[config.mk]
export PLATFORM = sky130hd
export DESIGN_NAME = n2_accumulator
export DESIGN_NICKNAME = d
export VERILOG_FILES = /design/src/rtl/nfu_pkg.sv /design/src/rtl/n2_out_fifo.sv /design/src/rtl/n2_accumulator.sv
export SDC_FILE = /design/constraint.sdc
export NUM_CORES = 2
export LEC_CHECK = 0
export CAP_MARGIN = 5
export CELL_PAD_IN_SITES_DETAIL_PLACEMENT = 2
export CELL_PAD_IN_SITES_GLOBAL_PLACEMENT = 2
export CORE_ASPECT_RATIO = 1.1
export CORE_MARGIN = 3
export CORE_UTILIZATION = 45
export CTS_CLUSTER_SIZE = 14
export DETAILED_ROUTE_END_ITERATION = 8
export PLACE_DENSITY = 0.82
export SKIP_LAST_GASP = 1
export SYNTH_ARGS = -nofsm -noshare
export SYNTH_HDL_FRONTEND = slang
export SYNTH_SLANG_ARGS = --single-unit
[constraint.sdc]
create_clock -name clk -period 25.6 [get_ports clk]
set_input_delay 2.56 -clock clk [delete_from_list [all_inputs] [get_ports clk]]
set_output_delay 2.56 -clock clk [all_outputs]
set_load 0.1 [all_outputs]
[src/rtl/nfu_pkg.sv]
// Shared NFU definitions: lane geometry, accumulator state encoding and the
// saturating lane adder used when N2_SAT_EN is defined.
package nfu_pkg;

    localparam int N  = 16;
    localparam int Tn = 16;

    typedef enum logic {
        IDLE  = 1'b0,
        ACCUM = 1'b1
    } state_t;

    // One extra sign bit exposes overflow: the two top bits disagree only when the N-bit result wrapped.
    function automatic logic signed [N-1:0] lane_sat_add(input logic signed [N-1:0] a,
                                                         input logic signed [N-1:0] b);
        logic signed [N:0] s;
        s = {a[N-1], a} + {b[N-1], b};
        if (s[N] != s[N-1]) begin
            return s[N] ? {1'b1, {(N-1){1'b0}}} : {1'b0, {(N-1){1'b1}}};
        end
        return s[N-1:0];
    endfunction

endpackage

[src/rtl/n2_out_fifo.sv]
// Result FIFO for the n2 accumulator: pointer-based storage with an extra wrap bit
// and a registered head so the consumer sees a flop-driven data bus.
module n2_out_fifo #(
    parameter int WIDTH = 256,
    parameter int DEPTH = 4
) (
    input  logic             clk,
    input  logic             rst,
    input  logic             i_push,
    input  logic [WIDTH-1:0] i_din,
    input  logic             i_pop,
    output logic [WIDTH-1:0] o_head,
    output logic             o_full,
    output logic             o_empty
);

    localparam int AW = $clog2(DEPTH);

    logic [WIDTH-1:0] r_mem [DEPTH];
    logic [AW:0]      r_wr;
    logic [AW:0]      r_rd;
    logic [AW:0]      w_rd_nxt;
    logic             w_do_push;
    logic             w_do_pop;

    assign o_empty   = (r_wr == r_rd);
    assign o_full    = (r_wr[AW] != r_rd[AW]) && (r_wr[AW-1:0] == r_rd[AW-1:0]);
    assign w_do_push = i_push && !o_full;
    assign w_do_pop  = i_pop && !o_empty;
    assign w_rd_nxt  = r_rd + (AW+1)'(1);

    always_ff @(posedge clk) begin
        if (w_do_push) begin
            r_mem[r_wr[AW-1:0]] <= i_din;
        end
    end

    // The head must track the entry rd will point at after this edge; when that entry is being
    // written in the same cycle it is still only on i_din, not yet in r_mem.
    always_ff @(posedge clk or posedge rst) begin
        if (rst) begin
            r_wr   <= '0;
            r_rd   <= '0;
            o_head <= '0;
        end else begin
            if (w_do_push) begin
                r_wr <= r_wr + (AW+1)'(1);
            end
            if (w_do_pop) begin
                r_rd <= w_rd_nxt;
                if (w_do_push && (w_rd_nxt == r_wr)) begin
                    o_head <= i_din;
                end else begin
                    o_head <= r_mem[w_rd_nxt[AW-1:0]];
                end
            end else if (w_do_push && o_empty) begin
                o_head <= i_din;
            end
        end
    end

endmodule

[src/rtl/n2_accumulator.sv]
// NFU-2 accumulator: sums Tn lane partial sums over a programmed tile count and queues results.
// Build option N2_SAT_EN: lanes saturate on signed overflow instead of wrapping.
module n2_accumulator
    import nfu_pkg::*;
#(
    parameter int N          = nfu_pkg::N,
    parameter int Tn         = nfu_pkg::Tn,
    parameter int CNT_W      = 16,
    parameter int FIFO_DEPTH = 4
) (
    input  logic            clk,
    input  logic            rst,
    input  logic            i_start,
    input  logic [CNT_W-1:0] i_num_tiles,
    input  logic            i_sum_valid,
    input  logic [Tn*N-1:0] i_sums,
    output logic            o_in_ready,
    output logic [Tn*N-1:0] o_res,
    output logic            o_valid,
    input  logic            i_ready,
    output logic            o_busy,
    output logic            o_done,
    output logic            o_err
);

    state_t           r_state;
    state_t           w_state_nxt;
    logic [CNT_W-1:0] r_count;
    logic [CNT_W-1:0] w_count_nxt;
    logic [Tn*N-1:0]  r_acc;
    logic [Tn*N-1:0]  w_acc_nxt;
    logic [Tn*N-1:0]  w_lane_sum;
    logic             w_push;
    logic             w_full;
    logic             w_empty;

    for (genvar g = 0; g < Tn; g++) begin : g_lane
`ifdef N2_SAT_EN
        assign w_lane_sum[g*N +: N] = lane_sat_add(r_acc[g*N +: N], i_sums[g*N +: N]);
`else
        assign w_lane_sum[g*N +: N] = r_acc[g*N +: N] + i_sums[g*N +: N];
`endif
    end

    always_comb begin
        w_state_nxt = r_state;
        w_count_nxt = r_count;
        w_acc_nxt   = r_acc;
        o_in_ready  = 1'b0;
        w_push      = 1'b0;
        case (r_state)
            IDLE: begin
                if (i_start) begin
                    w_state_nxt = ACCUM;
                    w_count_nxt = (i_num_tiles == '0) ? '0 : i_num_tiles - CNT_W'(1);
                    w_acc_nxt   = '0;
                end
            end
            ACCUM: begin
                o_in_ready = !w_full;
                if (i_sum_valid && !w_full) begin
                    if (r_count != '0) begin
                        w_acc_nxt   = w_lane_sum;
                        w_count_nxt = r_count - CNT_W'(1);
                    end else begin
                        w_push      = 1'b1;
                        w_acc_nxt   = '0;
                        w_state_nxt = IDLE;
                    end
                end
            end
            default: w_state_nxt = IDLE;
        endcase
    end

    always_ff @(posedge clk or posedge rst) begin
        if (rst) begin
            r_state <= IDLE;
            r_count <= '0;
            r_acc   <= '0;
            o_done  <= 1'b0;
            o_err   <= 1'b0;
        end else begin
            r_state <= w_state_nxt;
            r_count <= w_count_nxt;
            r_acc   <= w_acc_nxt;
            o_done  <= w_push;
            o_err   <= o_err | ((r_state == IDLE) && i_sum_valid);
        end
    end

    assign o_busy  = (r_state == ACCUM);
    assign o_valid = !w_empty;

    n2_out_fifo #(
        .WIDTH (Tn*N),
        .DEPTH (FIFO_DEPTH)
    ) u_fifo (
        .clk     (clk),
        .rst     (rst),
        .i_push  (w_push),
        .i_din   (w_lane_sum),
        .i_pop   (i_ready),
        .o_head  (o_res),
        .o_full  (w_full),
        .o_empty (w_empty)
    );

endmodule

# Yosys cells after proc, flatten, opt, wreduce, memory -nomap -nowiden
# Memories as Yosys holds them, arrays and structs flattened.
# Cells that the tools add are included.
# totals
regBits	537
latchBits	0
ram_bits	1024
romBits	0
in_bits	277
output_inout_bits	261
n_memories	1
# mem_list
memory	words	width	rd	rd_clocked_by_memory_dff	wr	line_no	text
u_fifo.r_mem	4	256	1	0	1	n2_out_fifo.sv:19	logic [WIDTH-1:0] r_mem [DEPTH];
# classes
add_sub_neg	20
multipliers	0
div_mod_pow	0
magnitude_cmp	0
n_eq_ne	7
shifts	0
mux	22
bitwise_logic	2
n_reduce_logical	14
# op_table
op	count
256-bit two-way mux	6
256-bit one-hot mux with 2 select lines	1
16-bit adder	16
16-bit two-way mux	4
16-bit one-hot mux with 2 select lines	1
16-bit by 1-bit subtractor with 16-bit output, second input constant	2
16-bit zero test	1
16-bit nonzero test	1
1-bit two-way mux	9
1-bit logical AND	7
3-bit by 1-bit adder with 3-bit output, second input constant	2
3-bit == test	2
2-bit by 1-bit inequality test with 1-bit output, second input constant	2
3-bit AND reduction	1
2-bit == test	1
1-bit zero test	2
2-bit inequality test, second input constant	1
1-bit one-hot mux with 2 select lines	1
2-bit AND reduction	1
2-bit nonzero test	1
1-bit inequality test	1
1-bit NOT	1
1-bit bitwise OR	1

# Depth between registers and ports, before layout
# logic_depth
depth_word	10
mapped_depth	12

# Modules after synthesis
# A second synthesis with hierarchy kept.
# hier_totals
cells_unflattened	5168
area_unflattened_um2	72223.0
# modules_own_cells
module	instances	cells_each	area_per_inst_um2
n2_out_fifo	1	2864	50564.7
n2_accumulator	1	2304	21658.3

# Worst setup path after synthesis
# Ideal clock, no wire load.
# synth_path
kind	input to register
from	input port i_sum_valid
to	memory u_fifo.r_mem[3][0], enable pin
setup_ns	0.651
arrival_ns	9.246
required_ns	24.949
setup_slack_ns	15.703
cell_stages	4
path_buffers	0
cell_sequence	nand2_1 > or3_4 > nor2_1 > and2_1
# synth_between
elab_chain_cells	6
# synth_rtl
item	line_no	text
start: declaration	n2_accumulator.sv:15	input logic i_sum_valid,
1-bit logical AND	n2_accumulator.sv:61	if (i_sum_valid && !w_full) begin
1-bit two-way mux	n2_accumulator.sv:61	
1-bit two-way mux	n2_accumulator.sv:51	case (r_state)
named net u_fifo.i_push	n2_out_fifo.sv:9	input logic i_push,
1-bit logical AND	n2_out_fifo.sv:28	assign w_do_push = i_push && !o_full;
1-bit two-way mux	n2_out_fifo.sv:33	if (w_do_push) begin
1-bit two-way mux (not written as such)	n2_out_fifo.sv:34	r_mem[r_wr[AW-1:0]] <= i_din;
end: declaration	n2_out_fifo.sv:19	
# The timed path passes the listed nets, and every way through them passes these cells.

# Final worst setup path
# layout_path
from	register u_fifo.r_rd[0]
to	output port o_valid
# layout_between
elab_chain_cells	2
# layout_rtl
item	line_no	text
start: declaration	n2_out_fifo.sv:21	logic [AW:0] r_rd;
start signal: assignment	n2_out_fifo.sv:50	r_rd <= w_rd_nxt;
3-bit == test	n2_out_fifo.sv:26	assign o_empty = (r_wr == r_rd);
1-bit zero test	n2_accumulator.sv:93	assign o_valid = !w_empty;
end: declaration	n2_accumulator.sv:19	output logic o_valid,
# Every way passes these cells.

==> run metrics <==
CTS tree yes; port bufs 537; register area 0.0442 sq mm; Iter 0 DRT Violations 4232; Slew @ Worst Pin 1240 ps; row count 151; CP Class reg -> out; Yosys cell types 83; clk_skew 19.2 ps; reg2reg start u_fifo.r_rd[0]$_DFFE_PP0P_; Die Ht 420 um; number of H-tree levels 4; hold slack 474 ps; Synth area leaders edfxtp_1 (44%), dfrtp_1 (19%), mux4_2 (8.2%), ha_1 (4.4%), nand2_1 (2.7%); Clock Sinks 1561; minimum clock period 7120 ps; Worst setup EP type output pin; R2R Setup Slk 19470 ps; Final Wtd Congestion 0.837; Synth Flop Type edfxtp_1; worst path cell trace buf_12, xnor2_1, nand3_1, clkdlybuf4s50_1; total track usage 0.311; Worst Path Required 23040 ps; global-route wire length before repair 372 mm; Congestion Overflow GR 0; delay of the slowest cell on the worst path 1270 ps; Fillers 14.2k; post-route clock period utilization 0.278; Seq/Total Area, Yosys 0.630; max frequency 140 MHz; post-cts gate resize count 0; pre-CTS setup slack 18370 ps; Detail Route Antenna Nets 0; Skew-Pair Late Insertion Delay 800 ps; drt drc 0; vias per cell 6.20; Slowest-stage cell, CP clkdlybuf4s50_1; wire per inst 32.1 um; count of final setup violators 0; share of the synthesized area in the top cell type 0.438; Vias 48.2k; most common cell in the synthesized netlist edfxtp_1; Hold Crit Endpoint o_err$_DFF_PP0_; setup_tns 0 ps; DRT Pass-1 Iters 5; Worst Hold Class reg -> reg; Final Util 0.537; R2R cell count 10; initial antenna violation count 9; top cells by count, synth edfxtp_1 (1024), dfrtp_1 (537), nand2_1 (510); cell taking the most area after synthesis edfxtp_1; YS warnings 0; fin. max-slew vios 0; number of synthesized flops with an enable pin 1024; FF+latch count, synth 1561; RSZ-0062 raised after global routing no; Startpoint Class flip-flop; crit path DAT 4560 ps; Syn Std Cell Area 0.0701 sq mm; relative slew slack 0.169; Crit Path Max Fanout 96; Clk pin slew, worst setup/hold paths 60 ps; Synth async-reset ratio 0.344; die area 0.161 sq mm; # IOs 538; Post-Syn Instances 5033; CTS buffer count 165; Post-DP HPWL 161 mm; Post-Syn Nets 5574; share of layout cells above drive strength 1 0.113; initial core utilization 0.454; status finished, final reports clean; Final Hold Viols 0; layout net count 6100; reg-to-reg endpoint u_fifo.o_head[135]$_DFFE_PP0P_; max-cap viol count 0; postcts setup bufs 0; Worst Min Path Start o_err$_DFF_PP0_; CTS max path bufs 3; P&R area growth vs syn 18.3%; PnR worst setup slack 18480 ps; Syn Area/Cell 13.9 sq um; Core Area 0.154 sq mm; multi-input logic area 0.0243 sq mm; worst hold stages 1; CTS root buf clkbuf_16; vias in the first global route 54.3k; largest net degree at the start of global routing 152; Die Wd 382 um; hold buffers post-CTS 0; Routed WL 250 mm
==> registers in the layout, summed over array words and instances, names as in the netlist <==
signal,flops
r_acc,256
u_fifo.r_mem,1024
o_err,1
r_count,16
u_fifo.r_rd,3
u_fifo.o_head,256
o_done,1
o_busy,1
u_fifo.r_wr,3
==> cell families (layout without fill, tap and decap cells) <==
family                     count (synthesis)  count (layout)  synth area share
xor gates and xnor gates                 228             228            0.0287
and+or+nand+nor                         1076            1076            0.0661
muxes                                    267             267            0.0838
adders and majority gates                264             264            0.0488
other                                      0               3                 0
DFF                                     1561            1561             0.630
buffers and inverters                    395            1066            0.0250
AOI/OAI and AO/OA                       1242            1242             0.117
==> worst max path at each step <==
stage,startpoint,end,slack (ps),depth (start not counted)
finish,u_fifo.r_rd[0]$_DFFE_PP0P_,o_valid,18480,4
global route,u_fifo.r_rd[0]$_DFFE_PP0P_,o_valid,18100,4
CTS,u_fifo.r_rd[0]$_DFFE_PP0P_,o_valid,18320,4
detailed placement,i_sum_valid,u_fifo.r_mem[0][168]$_DFFE_PP_,18370,7
global placement,i_sum_valid,u_fifo.r_mem[0][168]$_DFFE_PP_,18610,7
floorplan,rst,o_busy$_DFF_PP0_,8030,1
==> per-layer routing <==
layer,track usage,wire length [um],up-vias
met5,0,21,-
met3,0.0547,15300,505
met1,0.388,96600,25668
met4,0.141,12100,4
li1,-,-,20156
met2,0.530,126000,1870
==> through the flow <==
stage	cell area [sq um]	cells
2_1_floorplan	70100	5033
3_3_place_gp	77500	7456
3_5_place_dp	77500	7456
4_1_cts	82900	7768
5_1_grt	83000	7771
6_report	83000	7772
==> worst max-delay path: cells and delay by family (launching register included) <==
family,cells,cell delay [ps]
xor+xnor,1,250
buf+inv,2,1940
flops,1,1070
simple gates,1,440
==> cell usage in the layout (no fill, tap or decap), types with 11 or more instances in the layout <==
cell	count
buf_4	67
clkinv_1	17
ha_1	247
or2_2	13
o31a_1	13
and3_1	19
clkinv_2	36
o21ai_1	12
nand2_1	509
o21a_1	34
clkbuf_1	32
a22oi_1	46
o21bai_1	21
o22ai_1	29
clkdlybuf4s50_1	518
nand2b_1	16
o21ai_0	198
a22o_1	212
or3_1	11
edfxtp_1	1024
nor3_1	35
dfrtp_1	536
nor2b_1	37
mux4_2	256
xnor2_1	145
nor2_1	335
clkbuf_8	23
clkbuf_16	171
a21oi_1	306
o211ai_1	14
a31oi_1	133
a211oi_1	30
xor2_1	82
a21o_1	99
clkinvlp_4	11
inv_1	162
nand3_1	40
fa_1	16
==> final cells by class <==
class                           instances  share of cell area
Antenna cell                            3           0.0000905
Clock buffer                          226              0.0568
Clock inverter                         86             0.00914
Inverter                              163             0.00747
Multi-Input combinational cell       3077               0.293
Sequential cell                      1561               0.533
Tap cell                             2065              0.0311
Timing Repair Buffer                  591              0.0700
Power is left out: the tool's default activity adds up to more than one toggle a clock period on the data nets, which glitch-free logic cannot reach.
